[src/rtl/ctrl_pkg.sv]
// Shared control-path definitions for the pipelined MIPS control unit:
// ALU op codes, opcode/func encodings, PC-source codes and the control bundle.
package ctrl_pkg;

  localparam int unsigned ALU_OP_W = 3;

  localparam logic [ALU_OP_W-1:0] ALU_ADD = 3'd0;
  localparam logic [ALU_OP_W-1:0] ALU_SUB = 3'd1;
  localparam logic [ALU_OP_W-1:0] ALU_AND = 3'd2;
  localparam logic [ALU_OP_W-1:0] ALU_OR  = 3'd3;
  localparam logic [ALU_OP_W-1:0] ALU_SLT = 3'd4;
  localparam logic [ALU_OP_W-1:0] ALU_SRL = 3'd5;
  localparam logic [ALU_OP_W-1:0] ALU_LUI = 3'd6;

  localparam logic [5:0] OP_RTYPE = 6'h00;
  localparam logic [5:0] OP_J     = 6'h02;
  localparam logic [5:0] OP_JAL   = 6'h03;
  localparam logic [5:0] OP_BEQ   = 6'h04;
  localparam logic [5:0] OP_BNE   = 6'h05;
  localparam logic [5:0] OP_ADDI  = 6'h08;
  localparam logic [5:0] OP_SLTI  = 6'h0A;
  localparam logic [5:0] OP_ANDI  = 6'h0C;
  localparam logic [5:0] OP_ORI   = 6'h0D;
  localparam logic [5:0] OP_LUI   = 6'h0F;
  localparam logic [5:0] OP_LW    = 6'h23;
  localparam logic [5:0] OP_SW    = 6'h2B;

  localparam logic [5:0] FN_SRL = 6'h02;
  localparam logic [5:0] FN_JR  = 6'h08;
  localparam logic [5:0] FN_ADD = 6'h20;
  localparam logic [5:0] FN_SUB = 6'h22;
  localparam logic [5:0] FN_AND = 6'h24;
  localparam logic [5:0] FN_OR  = 6'h25;
  localparam logic [5:0] FN_SLT = 6'h2A;

  localparam logic [1:0] PCSRC_PC4  = 2'd0;
  localparam logic [1:0] PCSRC_JUMP = 2'd2;
  localparam logic [1:0] PCSRC_JR   = 2'd3;

  // Which instruction field names the destination register
  typedef enum logic [1:0] {
    DST_NONE = 2'd0,
    DST_RD   = 2'd1,
    DST_RT   = 2'd2,
    DST_LINK = 2'd3
  } dst_sel_e;

  // All-zero value is a bubble: no write, no memory access, pc+4
  typedef struct packed {
    logic                alusrc1;
    logic                alusrc2;
    logic [ALU_OP_W-1:0] aluop;
    logic                beq;
    logic                bne;
    logic [1:0]          pcsrc;
    logic                mem_read;
    logic                mem_write;
    logic                regwrite;
    logic                mem2reg;
  } ctrl_bundle_t;

endpackage

[src/rtl/ctrl_decode.sv]
// ID-stage control decoder: opcode/func to control bundle, destination
// field select, rt-usage flag for hazard detection, and illegal flag.
module ctrl_decode
  import ctrl_pkg::*;
(
  input  logic [5:0]   opcode,
  input  logic [5:0]   func,
  output ctrl_bundle_t bundle_c,
  output dst_sel_e     dst_sel_c,
  output logic         reads_rt_c,
  output logic         illegal_c
);

  always_comb begin
    bundle_c       = '0;
    bundle_c.pcsrc = PCSRC_PC4;
    dst_sel_c      = DST_NONE;
    reads_rt_c     = 1'b0;
    illegal_c      = 1'b0;
    case (opcode)
      OP_RTYPE: begin
        reads_rt_c        = 1'b1;
        dst_sel_c         = DST_RD;
        bundle_c.regwrite = 1'b1;
        case (func)
          FN_ADD: bundle_c.aluop = ALU_ADD;
          FN_SUB: bundle_c.aluop = ALU_SUB;
          FN_AND: bundle_c.aluop = ALU_AND;
          FN_OR:  bundle_c.aluop = ALU_OR;
          FN_SLT: bundle_c.aluop = ALU_SLT;
          FN_SRL: begin
            bundle_c.aluop   = ALU_SRL;
            bundle_c.alusrc1 = 1'b1;
          end
          FN_JR: begin
            bundle_c.pcsrc    = PCSRC_JR;
            bundle_c.regwrite = 1'b0;
          end
          default: begin
            bundle_c.regwrite = 1'b0;
            illegal_c         = 1'b1;
          end
        endcase
      end
      OP_ADDI, OP_ANDI, OP_ORI, OP_SLTI, OP_LUI: begin
        dst_sel_c         = DST_RT;
        bundle_c.alusrc2  = 1'b1;
        bundle_c.regwrite = 1'b1;
        case (opcode)
          OP_ANDI: bundle_c.aluop = ALU_AND;
          OP_ORI:  bundle_c.aluop = ALU_OR;
          OP_SLTI: bundle_c.aluop = ALU_SLT;
          OP_LUI:  bundle_c.aluop = ALU_LUI;
          default: bundle_c.aluop = ALU_ADD;
        endcase
      end
      OP_LW: begin
        dst_sel_c         = DST_RT;
        bundle_c.alusrc2  = 1'b1;
        bundle_c.mem_read = 1'b1;
        bundle_c.regwrite = 1'b1;
        bundle_c.mem2reg  = 1'b1;
      end
      OP_SW: begin
        dst_sel_c          = DST_RT;
        reads_rt_c         = 1'b1;
        bundle_c.alusrc2   = 1'b1;
        bundle_c.mem_write = 1'b1;
      end
      OP_BEQ, OP_BNE: begin
        dst_sel_c      = DST_RT;
        reads_rt_c     = 1'b1;
        bundle_c.aluop = ALU_SUB;
        bundle_c.beq   = (opcode == OP_BEQ);
        bundle_c.bne   = (opcode == OP_BNE);
      end
      OP_J: bundle_c.pcsrc = PCSRC_JUMP;
      OP_JAL: begin
        dst_sel_c         = DST_LINK;
        bundle_c.pcsrc    = PCSRC_JUMP;
        bundle_c.regwrite = 1'b1;
      end
      default: illegal_c = 1'b1;
    endcase
  end

endmodule

[src/rtl/pipe_ctrl_unit.sv]
// Pipelined control unit: decodes in ID, carries the control bundle through
// ID/EX, EX/MEM and MEM/WB, and handles load-use stall, flush and freeze.
module pipe_ctrl_unit
  import ctrl_pkg::*;
#(
  parameter int unsigned REG_AW    = 5,
  parameter int unsigned ALU_W     = 4,
  parameter int unsigned LINK_REG  = 31,
  parameter bit          HAZARD_EN = 1'b1
) (
  input  logic              clk,
  input  logic              reset_n,
  input  logic              id_valid,
  input  logic [5:0]        opcode,
  input  logic [5:0]        func,
  input  logic [REG_AW-1:0] id_rs,
  input  logic [REG_AW-1:0] id_rt,
  input  logic [REG_AW-1:0] id_rd,
  input  logic              flush_ex,
  input  logic              mem_stall,
  output logic              stall_id,
  output logic              illegal,
  output logic              ex_alusrc1,
  output logic              ex_alusrc2,
  output logic [ALU_W-1:0]  ex_aluop,
  output logic              ex_beq,
  output logic              ex_bne,
  output logic [1:0]        ex_pcsrc,
  output logic [REG_AW-1:0] ex_wreg,
  output logic              mem_read,
  output logic              mem_write,
  output logic [REG_AW-1:0] mem_wreg,
  output logic              wb_regwrite,
  output logic              wb_mem2reg,
  output logic [REG_AW-1:0] wb_wreg
);

  ctrl_bundle_t      dec_bundle;
  dst_sel_e          dec_dst;
  logic              dec_reads_rt;
  logic              dec_illegal;
  ctrl_bundle_t      id_bundle;
  logic [REG_AW-1:0] id_wreg;
  logic              stall_c;

  ctrl_bundle_t      ex_bundle_q, ex_bundle_d;
  logic [REG_AW-1:0] ex_wreg_q, ex_wreg_d;
  logic              mem_read_q, mem_read_d;
  logic              mem_write_q, mem_write_d;
  logic              mem_regwrite_q, mem_regwrite_d;
  logic              mem_mem2reg_q, mem_mem2reg_d;
  logic [REG_AW-1:0] mem_wreg_q, mem_wreg_d;
  logic              wb_regwrite_q, wb_regwrite_d;
  logic              wb_mem2reg_q, wb_mem2reg_d;
  logic [REG_AW-1:0] wb_wreg_q, wb_wreg_d;
  logic              illegal_q, illegal_d;

  ctrl_decode u_decode (
    .opcode     (opcode),
    .func       (func),
    .bundle_c   (dec_bundle),
    .dst_sel_c  (dec_dst),
    .reads_rt_c (dec_reads_rt),
    .illegal_c  (dec_illegal)
  );

  // Resolve destination register; writes to r0 are suppressed at the source
  always_comb begin
    id_bundle = dec_bundle;
    case (dec_dst)
      DST_RD:   id_wreg = id_rd;
      DST_RT:   id_wreg = id_rt;
      DST_LINK: id_wreg = REG_AW'(LINK_REG);
      default:  id_wreg = '0;
    endcase
    if (id_wreg == '0) id_bundle.regwrite = 1'b0;
  end

  // Load in EX whose result the ID instruction needs
  always_comb begin
    stall_c = 1'b0;
    if (HAZARD_EN && ex_bundle_q.mem_read && (ex_wreg_q != '0) && id_valid && !flush_ex)
      stall_c = (ex_wreg_q == id_rs) || ((ex_wreg_q == id_rt) && dec_reads_rt);
  end

  assign stall_id = stall_c;

  always_comb begin
    ex_bundle_d    = ex_bundle_q;
    ex_wreg_d      = ex_wreg_q;
    mem_read_d     = mem_read_q;
    mem_write_d    = mem_write_q;
    mem_regwrite_d = mem_regwrite_q;
    mem_mem2reg_d  = mem_mem2reg_q;
    mem_wreg_d     = mem_wreg_q;
    wb_regwrite_d  = wb_regwrite_q;
    wb_mem2reg_d   = wb_mem2reg_q;
    wb_wreg_d      = wb_wreg_q;
    illegal_d      = 1'b0;
    if (!mem_stall) begin
      mem_read_d     = ex_bundle_q.mem_read;
      mem_write_d    = ex_bundle_q.mem_write;
      mem_regwrite_d = ex_bundle_q.regwrite;
      mem_mem2reg_d  = ex_bundle_q.mem2reg;
      mem_wreg_d     = ex_wreg_q;
      wb_regwrite_d  = mem_regwrite_q;
      wb_mem2reg_d   = mem_mem2reg_q;
      wb_wreg_d      = mem_wreg_q;
      if (flush_ex || stall_c || !id_valid || dec_illegal) begin
        ex_bundle_d = '0;
        ex_wreg_d   = '0;
        illegal_d   = id_valid && dec_illegal && !flush_ex && !stall_c;
      end else begin
        ex_bundle_d = id_bundle;
        ex_wreg_d   = id_wreg;
      end
    end
  end

  always_ff @(posedge clk or negedge reset_n) begin
    if (!reset_n) begin
      ex_bundle_q    <= '0;
      ex_wreg_q      <= '0;
      mem_read_q     <= 1'b0;
      mem_write_q    <= 1'b0;
      mem_regwrite_q <= 1'b0;
      mem_mem2reg_q  <= 1'b0;
      mem_wreg_q     <= '0;
      wb_regwrite_q  <= 1'b0;
      wb_mem2reg_q   <= 1'b0;
      wb_wreg_q      <= '0;
      illegal_q      <= 1'b0;
    end else begin
      ex_bundle_q    <= ex_bundle_d;
      ex_wreg_q      <= ex_wreg_d;
      mem_read_q     <= mem_read_d;
      mem_write_q    <= mem_write_d;
      mem_regwrite_q <= mem_regwrite_d;
      mem_mem2reg_q  <= mem_mem2reg_d;
      mem_wreg_q     <= mem_wreg_d;
      wb_regwrite_q  <= wb_regwrite_d;
      wb_mem2reg_q   <= wb_mem2reg_d;
      wb_wreg_q      <= wb_wreg_d;
      illegal_q      <= illegal_d;
    end
  end

  assign illegal     = illegal_q;
  assign ex_alusrc1  = ex_bundle_q.alusrc1;
  assign ex_alusrc2  = ex_bundle_q.alusrc2;
  assign ex_aluop    = ALU_W'(ex_bundle_q.aluop);
  assign ex_beq      = ex_bundle_q.beq;
  assign ex_bne      = ex_bundle_q.bne;
  assign ex_pcsrc    = ex_bundle_q.pcsrc;
  assign ex_wreg     = ex_wreg_q;
  assign mem_read    = mem_read_q;
  assign mem_write   = mem_write_q;
  assign mem_wreg    = mem_wreg_q;
  assign wb_regwrite = wb_regwrite_q;
  assign wb_mem2reg  = wb_mem2reg_q;
  assign wb_wreg     = wb_wreg_q;

endmodule

[config.mk]
export PLATFORM = sky130hd
export DESIGN_NAME = pipe_ctrl_unit
export DESIGN_NICKNAME = d
export VERILOG_FILES = /design/src/rtl/ctrl_pkg.sv /design/src/rtl/ctrl_decode.sv /design/src/rtl/pipe_ctrl_unit.sv
export SDC_FILE = /design/constraint.sdc
export NUM_CORES = 1
export LEC_CHECK = 0
export CORE_MARGIN = 5
export CORE_UTILIZATION = 42
export CTS_CLUSTER_DIAMETER = 60
export CTS_CLUSTER_SIZE = 14
export DETAILED_ROUTE_END_ITERATION = 8
export HOLD_SLACK_MARGIN = 0.15
export PLACE_DENSITY = 0.76
export SLEW_MARGIN = 20
export SYNTH_ARGS = -nofsm -noshare
export SYNTH_HDL_FRONTEND = slang
export SYNTH_HIERARCHICAL = 1
export SYNTH_SLANG_ARGS = --single-unit
[constraint.sdc]
create_clock -name clk -period 2.05 [get_ports clk]
set_input_delay 0.41 -clock clk [delete_from_list [all_inputs] [get_ports clk]]
set_output_delay 0.41 -clock clk [all_outputs]
set_load 0.1 [all_outputs]
# [After elaboration in Yosys (flattened, before gate mapping)]
# Index checks and enable logic that the tools add are counted.
[classes] eq_ne=23 muxes=24 n_reduce_logical=27
[op_table] op="equality test 6 bit, second input constant" n=7
[op_table] op="equality test 6 x 4 -> 1 bit, second input constant" n=6
[op_table] op="OR reduction 7 bit" n=3
[op_table] op="equality test 6 x 2 -> 1 bit, second input constant" n=3
[op_table] op="case mux 3 bit (5 select lines)" n=1
[op_table] op="case mux 5 bit (3 select lines)" n=1
[op_table] op="two-way mux 13 bit" n=1
[op_table] op="equality test 6 x 3 -> 1 bit, second input constant" n=2
[op_table] op="two-way mux 1 bit" n=12
[op_table] op="case mux 3 bit (4 select lines)" n=1
[op_table] op="OR reduction 11 bit" n=1
[op_table] op="equality test 5 bit" n=2
[op_table] op="case mux 3 bit (3 select lines)" n=1
[op_table] op="OR reduction 9 bit" n=1
[op_table] op="logical AND 1 bit" n=7
[op_table] op="zero test 6 bit" n=1
[op_table] op="case mux 2 bit (3 select lines)" n=1
[op_table] op="OR reduction 6 bit" n=1
[op_table] op="zero test 5 bit" n=1
[op_table] op="two-way mux 5 bit" n=1
[op_table] op="nonzero test 5 bit" n=1
[op_table] op="OR reduction 5 bit" n=1
[op_table] op="equality test 2 bit, second input constant" n=2
[op_table] op="logical OR 1 bit" n=4
[op_table] op="other kinds (7)" n=12
[totals] reg_bits=35 inputBits=32 output_inout_bits=31 elab_cells=94

# [Depth between registers and ports, before layout]
[logic_depth] word_depth=11 depth_mapped=10

# [By module]
# Netlist, hierarchy kept.
[by_module_without_submodules] mod="pipe_ctrl_unit" n_inst=1 cells_per_inst=121 area_per_inst_um2=1565.3
[by_module_without_submodules] mod="ctrl_decode" n_inst=1 cells_per_inst=72 area_per_inst_um2=466.7

# [Worst setup path before layout]
# No wires, ideal clock.
[synth_timing] path_type="register -> output" start="register ex_wreg_q[1] (netlist: ex_wreg[1])" end="output stall_id" arrival_ns=2.193 required_ns=1.640 setup_slack_ns=-0.553 path_stages_with_launch=5 cell_sequence="dfrtp_1 -> or4_1 -> nor2_1 -> nor3b_1 -> and2_2"
[synth_between] elab_chain_cells=5 word_cells_on_any_way=9 cone_classes="eq/ne (2); mux (1); reduce/logical (6)"
[synth_rtl] element="start, declared" line="pipe_ctrl_unit.sv:47" source="logic [REG_AW-1:0] ex_wreg_q, ex_wreg_d;"
[synth_rtl] element="start signal, assigned" line="pipe_ctrl_unit.sv:135" source="ex_wreg_q <= ex_wreg_d;"
[synth_rtl] element="nonzero test 5 bit" line="pipe_ctrl_unit.sv:82" source="if (HAZARD_EN && ex_bundle_q.mem_read && (ex_wreg_q != '0) && id_valid && !flush_ex)"
[synth_rtl] element="logical AND 1 bit (3 in a row)" line="pipe_ctrl_unit.sv:82"
[synth_rtl] element="two-way mux 1 bit *" line="pipe_ctrl_unit.sv:82"
[synth_rtl] element="end, declared" line="pipe_ctrl_unit.sv:21" source="output logic stall_id,"
# Mark *: on every way between the ends. The rest lies on a longest branch, timed or not.

# [Worst setup path in the final report]
[layout_timing] start="input id_rt[4]" end="output stall_id"
[layout_between] elab_chain_cells=4
[layout_rtl] element="start, declared" line="pipe_ctrl_unit.sv:17" source="input logic [REG_AW-1:0] id_rt,"
[layout_rtl] element="equality test 5 bit" line="pipe_ctrl_unit.sv:83" source="stall_c = (ex_wreg_q == id_rs) || ((ex_wreg_q == id_rt) && dec_reads_rt);"
[layout_rtl] element="logical AND 1 bit" line="pipe_ctrl_unit.sv:83"
[layout_rtl] element="logical OR 1 bit" line="pipe_ctrl_unit.sv:83"
[layout_rtl] element="two-way mux 1 bit" line="pipe_ctrl_unit.sv:82"
# Every way passes these cells.

==> impl_metrics.sql <==
INSERT INTO impl_metrics (metric_group, metric, value, unit) VALUES
('run_status', 'status', 'finished, violations left', ''),
('run_status', 'violations_in_the_final_reports', 'negative setup slack', ''),
('clock_network', 'max-clock-path-buffers', '2', ''),
('floorplan', 'ioPinCount', '63', ''),
('flow_run', 'max_cap_viol_count', '0', ''),
('clock_network', 'clock_tree.htree_level_count', '2', ''),
('yosys', 'postSynth.topFlopCell', 'sky130_fd_sc_hd__dfrtp_1', ''),
('place', 'globalplace.congestion', '0.847', ''),
('drt', 'drt-vias-per-instance', '5.30', ''),
('clock_network', 'worst_setup_hold_path_clk_slew', '0.07', 'ns'),
('floorplan', 'die_h', '79.6', 'µm'),
('clock_network', 'clock_sink_count', '35', ''),
('drt', 'antenna_left', '0', ''),
('drt', 'routed-via-count', '1939', ''),
('yosys', 'synthesis.area', '2030', 'µm²'),
('floorplan', 'die-area', '6330', 'µm²'),
('hold_path', 'timing.hold.worst.class', 'input pin to asynchronous set/reset pin', ''),
('pwr', 'power_density', '490', 'nW/µm²'),
('clock_network', 'numCtsBuffers', '5', ''),
('worst_setup_path', 'rrSetupSlack', '-0.08', 'ns'),
('timing', 'maxClockFrequency', '453', 'MHz'),
('yosys', 'yosysWarnings', '6', ''),
('worst_setup_path', 'critical_path.slowest_cell', 'sky130_fd_sc_hd__clkdlybuf4s50_1', ''),
('worst_setup_path', 'crit_path_max_incr_delay', '0.53', 'ns'),
('timing', 'part_of_the_cycle_the_worst_path_needs', '108', '%'),
('worst_setup_path', 'timing_worst_setup_path_type', 'input pin to primary output', ''),
('finish', 'layout-area-overhead-vs-synth', '66.9', '%'),
('finish', 'fraction_of_final_layout_cells_with_drive_strength_greater_than_1', '52.2', '%'),
('grt', 'via_count_of_the_first_global_routing_pass', '1904', ''),
('yosys', 'synth_enable_flop_cells', '0', ''),
('timing', 'relative_slew_slack', '65.4', '%'),
('timing', 'final-hold-violation-count', '0', ''),
('timing', 'setup_repair_after_global_routing_missed_its_margin', 'true', ''),
('clock_network', 'root_buffer', 'sky130_fd_sc_hd__clkbuf_8', ''),
('place', 'io_buffer_count', '61', ''),
('clock_network', 'clock_insertion_delay_worst_skew', '0.29', 'ns'),
('floorplan', 'num_rows', '25', ''),
('drt', 'finalWirelength', '6.11', 'mm'),
('drt', 'dr.pass1.iters', '4', ''),
('drt', 'post_drt_wl_per_cell', '16.7', 'µm'),
('yosys', 'ys_top_cells_by_area', 'sky130_fd_sc_hd__dfrtp_1 (43%), sky130_fd_sc_hd__mux2_2 (8.9%), sky130_fd_sc_hd__a22o_2 (5.4%), sky130_fd_sc_hd__xnor2_1 (4.3%), sky130_fd_sc_hd__nor2_1 (3.1%)', ''),
('grt', 'grt_start_max_net_pins', '37', ''),
('pwr', 'power.ir.vdd_worst', '371', 'µV'),
('finish', 'layout.nets', '330', ''),
('yosys', 'netlist.area_leader.share', '43.1', '%'),
('timing', 'setup_viol', '19', ''),
('yosys', 'post-synth-top-area-cell', 'sky130_fd_sc_hd__dfrtp_1', ''),
('floorplan', 'floorplan.initialDensity', '43.0', '%'),
('grt', 'grt_util_all_layers', '18.8', '%'),
('grt', 'grt_first_pass_wirelength', '9.31', 'mm'),
('yosys', 'syn_inst', '193', ''),
('drt', 'drc_marker_count_from_the_first_detailed_route_iteration', '88', ''),
('clock_network', 'tritoncts_clock_tree', 'yes', ''),
('floorplan', 'die_w', '79.6', 'µm'),
('timing', 'tightest_pin_transition', '0.512', 'ns'),
('grt', 'grt_antenna_before_repair', '0', ''),
('worst_setup_path', 'critPathMaxFanout', '2', ''),
('timing', 'finalCriticalPeriod', '2.21', 'ns'),
('pwr', 'leak', '1.62', 'nW'),
('worst_setup_path', 'required_time_at_the_endpoint_of_the_critical_path', '1.64', 'ns'),
('grt', 'gr-total-overflow', '0', ''),
('worst_setup_path', 'cp-start-kind', 'input pin', ''),
('yosys', 'synth-seq-area-share', '43.1', '%'),
('yosys', 'synth_async_sr_flop_share', '100', '%'),
('yosys', 'post_synth.cell_area_avg', '10.5', 'µm²'),
('worst_setup_path', 'r2r-start', 'ex_wreg[1]', ''),
('place', 'pre_cts_ws', '-0.572', 'ns'),
('drt', 'remaining_drc_errors', '0', ''),
('timing', 'post-route-worst-setup-slack', '-0.156', 'ns'),
('timing', 'finalClockSkew', '0.00344', 'ns'),
('worst_setup_path', 'number_of_cells_on_the_worst_reg_to_reg_path', '8', '');
[power breakdown]
group	internal [W]	switching [W]	total, W
logic	0.000157	0.000169	0.000326
registers	0.000693	0.00000181	0.000695
clock network	0.000393	0.000246	0.000639
total	0.00124	0.000417	0.00166
[critical path: cells and delay by family]
kind | cells | cell delay (ns)
AND/OR/NAND/NOR | 2 | 0.36
buffers and inverters | 2 | 0.70
AO/OA/AOI/OAI | 1 | 0.20
XOR/XNOR | 1 | 0.13
[worst max path at each step]
stage	cells past startpoint	slack, ns	from	end
floorplan	6	-0.15	ex_wreg[1]	ex_alusrc1
global placement	10	-0.54	opcode[5]	ex_bundle_q[1]
detailed placement	10	-0.57	opcode[5]	ex_bundle_q[1]
CTS	5	-0.16	ex_wreg[4]	stall_id
global route	6	-0.22	ex_wreg[4]	stall_id
finish	6	-0.16	id_rt[4]	stall_id
[cell type report]
| class | instances | area, µm² | share of cell area, % |
|---|---|---|---|
| Multi-Input combinational cell | 137 | 1260 | 37.3 |
| Tap cell | 67 | 83.8 | 2.47 |
| Timing Repair Buffer | 117 | 1030 | 30.4 |
| Clock buffer | 6 | 82.6 | 2.44 |
| Inverter | 2 | 7.51 | 0.221 |
| Clock inverter | 2 | 35.0 | 1.03 |
| Sequential cell | 35 | 887 | 26.2 |
[metal layers]
layer	vias up	share of wire [%]	track usage, %
li1	919	-	-
met1	945	41	24.0
met2	68	53	31.7
met3	7	4.8	3.05
met4	0	1.3	7.22
met5	-	0	0
[cells in the mapped netlist (all sizes together), types with 2 or more instances]
master,instances
nor3,3
nor4,6
nor3b,2
inv,2
nand2,8
xnor2,10
nor4b,5
dfrtp,35
buf,11
mux2,16
a21o,2
a22o,17
or4,2
a31oi,2
and2,2
clkbuf,8
nand2b,5
o21a,2
o21ai,6
a21oi,8
nor2,17
a2111oi,3
[cell usage in the layout, fill, tap and decap left out, types with 2 or more instances in the layout]
cell                               n
sky130_fd_sc_hd__o21a_1            2
sky130_fd_sc_hd__a2111oi_4         2
sky130_fd_sc_hd__mux2_2           16
sky130_fd_sc_hd__a22o_1            6
sky130_fd_sc_hd__a22o_4           11
sky130_fd_sc_hd__buf_4            77
sky130_fd_sc_hd__buf_6             4
sky130_fd_sc_hd__dfrtp_4           2
sky130_fd_sc_hd__a31oi_1           2
sky130_fd_sc_hd__a21oi_1           8
sky130_fd_sc_hd__a21o_1            2
sky130_fd_sc_hd__xnor2_1           6
sky130_fd_sc_hd__dfrtp_2           3
sky130_fd_sc_hd__dlygate4sd2_1     4
sky130_fd_sc_hd__nor2_1           16
sky130_fd_sc_hd__nand2_1           8
sky130_fd_sc_hd__nand2b_1          5
sky130_fd_sc_hd__clkbuf_16         2
sky130_fd_sc_hd__clkbuf_8          6
sky130_fd_sc_hd__nor4_1            4
sky130_fd_sc_hd__xnor2_2           3
sky130_fd_sc_hd__o21ai_0           5
sky130_fd_sc_hd__nor3_1            2
sky130_fd_sc_hd__nor4b_1           2
sky130_fd_sc_hd__buf_12            3
sky130_fd_sc_hd__clkbuf_2          3
sky130_fd_sc_hd__nor4b_2           2
sky130_fd_sc_hd__clkdlybuf4s50_1  18
sky130_fd_sc_hd__dlymetal6s2s_1    2
sky130_fd_sc_hd__dfrtp_1          30
[metrics by stage]
step	cell area (µm²)	utilization, %	hold WS, ns	total power, W	TNS (ns)
after floorplan	2040	-	0.114	0.000837	-1.84
after global placement	2940	62.3	0.486	0.000995	-9.58
after detailed placement	2940	62.3	0.496	0.000999	-10.48
after CTS	3240	68.6	0.511	0.00166	-1.52
after global routing	3390	71.8	0.529	0.00173	-2.19
final	3390	71.8	0.509	0.00166	-1.04
[logic make-up (layout without fill, tap and decap cells)]
group | count (synthesis) | in the layout | share of synthesized area (%)
muxes | 16 | 16 | 8.87
DFF | 35 | 35 | 43.1
xor gates and xnor gates | 11 | 11 | 4.74
and+or+nand+nor | 61 | 61 | 17.9
buffers and inverters | 21 | 127 | 5.97
AOI/OAI and AO/OA | 48 | 48 | 19.2
other | 1 | 1 | 0.185
[repair_timing]
action,4_1_cts,5_1_grt
gates resized for setup,37,36
setup buffers,3,3
endpoints found under the setup margin,20,20
pin swaps,16,13
gates cloned,2,1
[state kept, by name, indices dropped and copies added, names as in the netlist, 2 cells and up]
| signal | flops |
|---|---|
| ex_wreg | 5 |
| mem_wreg | 5 |
| wb_wreg | 5 |
| ex_bundle_q | 4 |
| ex_aluop | 3 |
| ex_pcsrc | 2 |
Power figures use the tool's default switching activity.
